$ cat src/rtl/perf_monitor.sv
// Performance monitor: a free-running cycle counter plus per-channel event counters
// with saturation flags, a run-limit halt, a snapshot bank and a registered readout port.
module perf_monitor #(
    parameter int NUM_EVT = 2,
    parameter int CNT_W   = 32,
    parameter int SEL_W   = $clog2(NUM_EVT + 1)
) (
    input  logic               clk_i,
    input  logic               rst_i,
    input  logic               en_i,
    input  logic               clr_i,
    input  logic [NUM_EVT-1:0] evt_i,
    input  logic [NUM_EVT-1:0] inh_i,
    input  logic [CNT_W-1:0]   cycle_limit_i,
    input  logic               snap_i,
    input  logic [SEL_W-1:0]   rd_sel_i,
    output logic [CNT_W-1:0]   rd_data_o,
    output logic [NUM_EVT:0]   ovf_o,
    output logic               halt_o
);

    logic [CNT_W-1:0] cycCnt_q, cycCnt_d;
    logic [CNT_W-1:0] evtCnt_q [NUM_EVT];
    logic [CNT_W-1:0] evtCnt_d [NUM_EVT];
    logic [CNT_W-1:0] snap_q   [NUM_EVT+1];
    logic [CNT_W-1:0] snap_d   [NUM_EVT+1];
    logic [CNT_W-1:0] rdData_q, rdData_d;
    logic [NUM_EVT:0] ovf_q, ovf_d;
    logic             halt_q, halt_d;
    logic             active;
    logic [CNT_W-1:0] cycInc;

    assign active = en_i & ~halt_q & ~clr_i;
    assign cycInc = cycCnt_q + CNT_W'(1);

    // Halt is only raised by the increment landing on the limit, so lowering the
    // limit below the current count never trips it.
    always_comb begin
        cycCnt_d = cycCnt_q;
        ovf_d    = ovf_q;
        halt_d   = halt_q;
        for (int k = 0; k < NUM_EVT; k++) begin
            evtCnt_d[k] = evtCnt_q[k];
        end

        if (clr_i) begin
            cycCnt_d = '0;
            ovf_d    = '0;
            halt_d   = 1'b0;
            for (int k = 0; k < NUM_EVT; k++) begin
                evtCnt_d[k] = '0;
            end
        end else if (active) begin
            if (&cycCnt_q) begin
                ovf_d[0] = 1'b1;
            end else begin
                cycCnt_d = cycInc;
                if ((cycle_limit_i != '0) && (cycInc == cycle_limit_i)) begin
                    halt_d = 1'b1;
                end
            end
            for (int k = 0; k < NUM_EVT; k++) begin
                if (evt_i[k] && !inh_i[k]) begin
                    if (&evtCnt_q[k]) begin
                        ovf_d[k+1] = 1'b1;
                    end else begin
                        evtCnt_d[k] = evtCnt_q[k] + CNT_W'(1);
                    end
                end
            end
        end
    end

    // Snapshot captures the pre-update live values, so snap with clr keeps the old counts.
    always_comb begin
        for (int k = 0; k <= NUM_EVT; k++) begin
            snap_d[k] = snap_q[k];
        end
        if (snap_i) begin
            snap_d[0] = cycCnt_q;
            for (int k = 0; k < NUM_EVT; k++) begin
                snap_d[k+1] = evtCnt_q[k];
            end
        end
    end

    always_comb begin
        rdData_d = '0;
        for (int k = 0; k <= NUM_EVT; k++) begin
            if (rd_sel_i == SEL_W'(k)) begin
                rdData_d = snap_q[k];
            end
        end
    end

    always_ff @(posedge clk_i) begin
        if (rst_i) begin
            cycCnt_q <= '0;
            rdData_q <= '0;
            ovf_q    <= '0;
            halt_q   <= 1'b0;
            for (int k = 0; k < NUM_EVT; k++) begin
                evtCnt_q[k] <= '0;
            end
            for (int k = 0; k <= NUM_EVT; k++) begin
                snap_q[k] <= '0;
            end
        end else begin
            cycCnt_q <= cycCnt_d;
            rdData_q <= rdData_d;
            ovf_q    <= ovf_d;
            halt_q   <= halt_d;
            for (int k = 0; k < NUM_EVT; k++) begin
                evtCnt_q[k] <= evtCnt_d[k];
            end
            for (int k = 0; k <= NUM_EVT; k++) begin
                snap_q[k] <= snap_d[k];
            end
        end
    end

    assign rd_data_o = rdData_q;
    assign ovf_o     = ovf_q;
    assign halt_o    = halt_q;

endmodule

$ cat config.mk
export PLATFORM = sky130hd
export DESIGN_NAME = perf_monitor
export DESIGN_NICKNAME = d
export VERILOG_FILES = /design/src/rtl/perf_monitor.sv
export SDC_FILE = /design/constraint.sdc
export NUM_CORES = 1
export LEC_CHECK = 0
export CORE_ASPECT_RATIO = 0.5
export CORE_UTILIZATION = 50
export DETAILED_ROUTE_END_ITERATION = 16
export MAX_ROUTING_LAYER = met4
export PLACE_DENSITY = 0.7
export SYNTH_ARGS = -nofsm -noshare
export SYNTH_HDL_FRONTEND = slang
export SYNTH_SLANG_ARGS = --single-unit
$ cat constraint.sdc
create_clock -name clk_i -period 2.6 [get_ports clk_i]
set_clock_uncertainty 0.1 [all_clocks]
set_input_delay 0.52 -clock clk_i [delete_from_list [all_inputs] [get_ports clk_i]]
set_output_delay 0.52 -clock clk_i [all_outputs]
set_load 0.05 [all_outputs]
==> metrics.log <==
INFO  metric power.density = 549 nW/um^2
INFO  metric detailed_place_hpwl = 17.9 mm
INFO  metric regArea = 4570 sq um
INFO  metric rows = 36
INFO  metric place.detailed.instances = 1491
INFO  metric finish.instance_area = 12400 sq um
INFO  metric maxCapViolations = 0
INFO  metric clock-root-buffer = sky130_fd_sc_hd__clkbuf_16
INFO  metric worst-r2r-setup-slack = 120 ps
INFO  metric detail_route.wl_per_cell = 16.2 um
INFO  metric cpLargestDelayFamily = simple AND/OR/NAND/NOR gates
INFO  metric result_of_the_run = complete, no violations
INFO  metric finalWirelength = 24.7 mm
INFO  metric area_growth_syn_to_layout = 19.8%
INFO  metric post_synth_top_flop = sky130_fd_sc_hd__dfxtp_1
INFO  metric finalHoldViolCount = 0
INFO  metric initial_utilization = 0.520
INFO  metric chipHeight = 104 um
INFO  metric dpl-instance-area = 11700 sq um
INFO  metric worst_hold_path_type = flip-flop to flip-flop
INFO  metric setup_repair_after_global_routing_missed_its_margin = false
INFO  metric worst_pin_slew = 830 ps
INFO  metric drive_above_1_share = 0.105
INFO  metric route.antenna.remaining_nets = 0
INFO  metric floorplan.io_pins = 79
INFO  metric pin_count_of_the_biggest_net_entering_global_routing = 83
INFO  metric critical_path_buf_inv_count = 1
INFO  metric total_nets_after_synthesis = 1201
INFO  metric final.setup.tns = 0 ps
INFO  metric timing.critical_path.to_type = flip-flop
INFO  metric cts_max_level = 1
INFO  metric crit_fanout = 11
INFO  metric synth_async_sr_flop_share = 0
INFO  metric netlist.top_cell.by_area = sky130_fd_sc_hd__dfxtp_1
INFO  metric global_route_wire_length_before_repair = 39.8 mm
INFO  metric first_global_vias = 7575
INFO  metric design.die.area = 21200 sq um
INFO  metric cts_sinks = 228
INFO  metric cts.path.max_buffers = 3
INFO  metric finish.cell_count_without_fillers = 1527
INFO  metric synthDominantCellAreaShare = 0.443
INFO  metric synthCells = 1155
INFO  metric remaining_drc_errors = 0
INFO  metric tritoncts.num_buffers = 21
INFO  metric drt-vias-per-instance = 5.39
INFO  metric grt_antenna_before_repair = 0
INFO  metric multi_input_comb_area = 5450 sq um
INFO  metric tritoncts = built
INFO  metric synth_top_cells_by_count = 273 x sky130_fd_sc_hd__nor2_1, 228 x sky130_fd_sc_hd__dfxtp_1, 129 x sky130_fd_sc_hd__mux2i_1
INFO  metric ys.warnings.count = 0
INFO  metric port-buffer-count = 78
INFO  metric grt_usage = 0.239
INFO  metric path_clk_slew = 70 ps
INFO  metric startpoint_type = flip-flop
INFO  metric fmax = 0.404 GHz
INFO  metric post_synth_main_area_contributors = sky130_fd_sc_hd__dfxtp_1 44%, sky130_fd_sc_hd__mux2i_1 13%, sky130_fd_sc_hd__nor2_1 9.9%
INFO  metric number_of_vias_after_detailed_routing = 8233
INFO  metric post_synth_instance_area = 10300 sq um
INFO  metric cp_cell_sequence = nand4_1 -> nor3_2 -> buf_4 -> a21o_1 -> nand3_1 -> or4_1 -> nor4_2 -> a22o_1
INFO  metric final-max-slew-violation-count = 0
INFO  metric antenna_cells_inserted = 0
INFO  metric fill_cell_instance_count_of_the_final_layout = 1697
INFO  metric leakage_power_of_the_design = 4.80 nW
INFO  metric finalCriticalPeriod = 2480 ps
INFO  metric critical_path_rt = 2940 ps
INFO  metric finalWeightedCongestion = 1.01
INFO  metric post-synth-top-count-cell = sky130_fd_sc_hd__nor2_1
INFO  metric peakVddDrop = 0.327 mV
INFO  metric critical_path_arrival = 2810 ps
INFO  metric timing.max_slew.rel_slack = 0.447
INFO  metric synth.ff_latch_count = 228
INFO  metric yosys.cell_types.count = 59
INFO  metric layout.nets = 1294
INFO  metric setup_violations = 0
INFO  metric core_area = 19800 sq um
INFO  metric syn_avg_cell_area = 8.93 sq um
INFO  metric grt_overflow_total = 0
INFO  metric clock_insertion_delay_worst_skew = 500 ps
INFO  metric cpMaxStageDelayCell = sky130_fd_sc_hd__or4_1
INFO  metric drtPass1Iterations = 5
INFO  metric synth_enable_flop_cells = 0
INFO  metric timing_worst_setup_path_type = flip-flop to flip-flop
INFO  metric worst_path_largest_cell_delay = 540 ps
INFO  metric period_share = 0.953
INFO  metric die_w = 205 um
INFO  metric synth_seq_area_share = 0.443
INFO  metric detailedRoute.firstIterationViolations = 531
-- routing by layer --
layer | share of wire | up-vias | global-route usage
met5 | 0 | - | -
met4 | 0.013 | 0 | 0.0439
li1 | - | 4104 | -
met3 | 0.038 | 27 | 0.0312
met1 | 0.53 | 3952 | 0.363
met2 | 0.42 | 150 | 0.337
-- repair_timing --
item                                    4_1_cts  5_1_grt
pin swaps                                     0        1
hold buffers                                  0        0
buffers inserted                              0        0
endpoints found under the setup margin        1        5
resized for setup                             2       12
-- worst paths after layout --
check | cells after the start | end | from
setup / recovery | 8 | halt_o$_SDFFE_PP0P_ | cycCnt_q[9]$_SDFFE_PP0P_
hold / removal | 1 | ovf_o[1]$_SDFFE_PP0P_ | ovf_o[1]$_SDFFE_PP0P_
setup reg to reg | 8 | halt_o$_SDFFE_PP0P_ | cycCnt_q[9]$_SDFFE_PP0P_
hold reg to reg | 1 | ovf_o[1]$_SDFFE_PP0P_ | ovf_o[1]$_SDFFE_PP0P_
-- registers in the layout, indices dropped and copies added (netlist names) --
name,flops
rd_data_o,32
cycCnt_q,32
evtCnt_q,64
snap_q,96
ovf_o,3
halt_o,1
-- logic make-up (layout without fill, tap and decap cells) --
logic type      after synthesis  count (layout)  synth area share
mux                         129             129             0.125
flops                       228             228             0.443
fa+ha+maj                     3               3           0.00364
compound gates               75              75            0.0438
xor+xnor                    135             135             0.115
buf+inv                      83             189            0.0340
simple gates                502             502             0.235
-- cell type report --
class,instances,share of cell area
clock inverter,2,0.00142
tap,266,0.0269
multi-input combinational,844,0.441
clock buffer,34,0.0506
timing repair buffer,146,0.108
sequential,228,0.370
inverter,7,0.00213
-- per-stage QoR --
step | utilization | setup slack [ps] | total power, mW | hold slack, ps
detailed placement | 0.588 | -334 | 3.93 | 366
floorplan | - | 214 | 3.78 | 354
CTS | 0.621 | 0.951 | 6.81 | 378
finish | 0.623 | 123 | 6.78 | 379
global placement | 0.588 | -258 | 3.93 | 355
global route | 0.623 | 16.7 | 7.00 | 396
-- layout by cell type (no fill, tap or decap), types with 3 or more instances in the layout --
cell                              count
sky130_fd_sc_hd__or3_1                9
sky130_fd_sc_hd__nor4_1              11
sky130_fd_sc_hd__inv_1                7
sky130_fd_sc_hd__nor3_1               6
sky130_fd_sc_hd__dfxtp_1            222
sky130_fd_sc_hd__and3_1              15
sky130_fd_sc_hd__nand4b_1             3
sky130_fd_sc_hd__nor2b_1              4
sky130_fd_sc_hd__buf_4               66
sky130_fd_sc_hd__clkbuf_16           21
sky130_fd_sc_hd__and2_1               8
sky130_fd_sc_hd__nor3_2               3
sky130_fd_sc_hd__mux2i_1            129
sky130_fd_sc_hd__dfxtp_2              6
sky130_fd_sc_hd__o21ai_0             11
sky130_fd_sc_hd__xnor2_1             50
sky130_fd_sc_hd__and4_1              15
sky130_fd_sc_hd__nor4_2               4
sky130_fd_sc_hd__a31oi_1              3
sky130_fd_sc_hd__a21oi_1             45
sky130_fd_sc_hd__clkdlybuf4s50_1     75
sky130_fd_sc_hd__nand4_1             37
sky130_fd_sc_hd__nand2_1             47
sky130_fd_sc_hd__clkbuf_1             8
sky130_fd_sc_hd__o21a_1               3
sky130_fd_sc_hd__xor2_1              83
sky130_fd_sc_hd__nor2_1             272
sky130_fd_sc_hd__nand3_1             42
sky130_fd_sc_hd__or4_1                4
sky130_fd_sc_hd__buf_12               4
sky130_fd_sc_hd__clkbuf_8             5
-- power by group --
part | leakage (nW) | switching, mW | internal [mW]
combinational | 2.64 | 0.197 | 0.159
clock | 0.313 | 1.28 | 1.64
sequential | 1.84 | 0.00162 | 3.49
No activity file was read; power rests on OpenSTA's default activity.
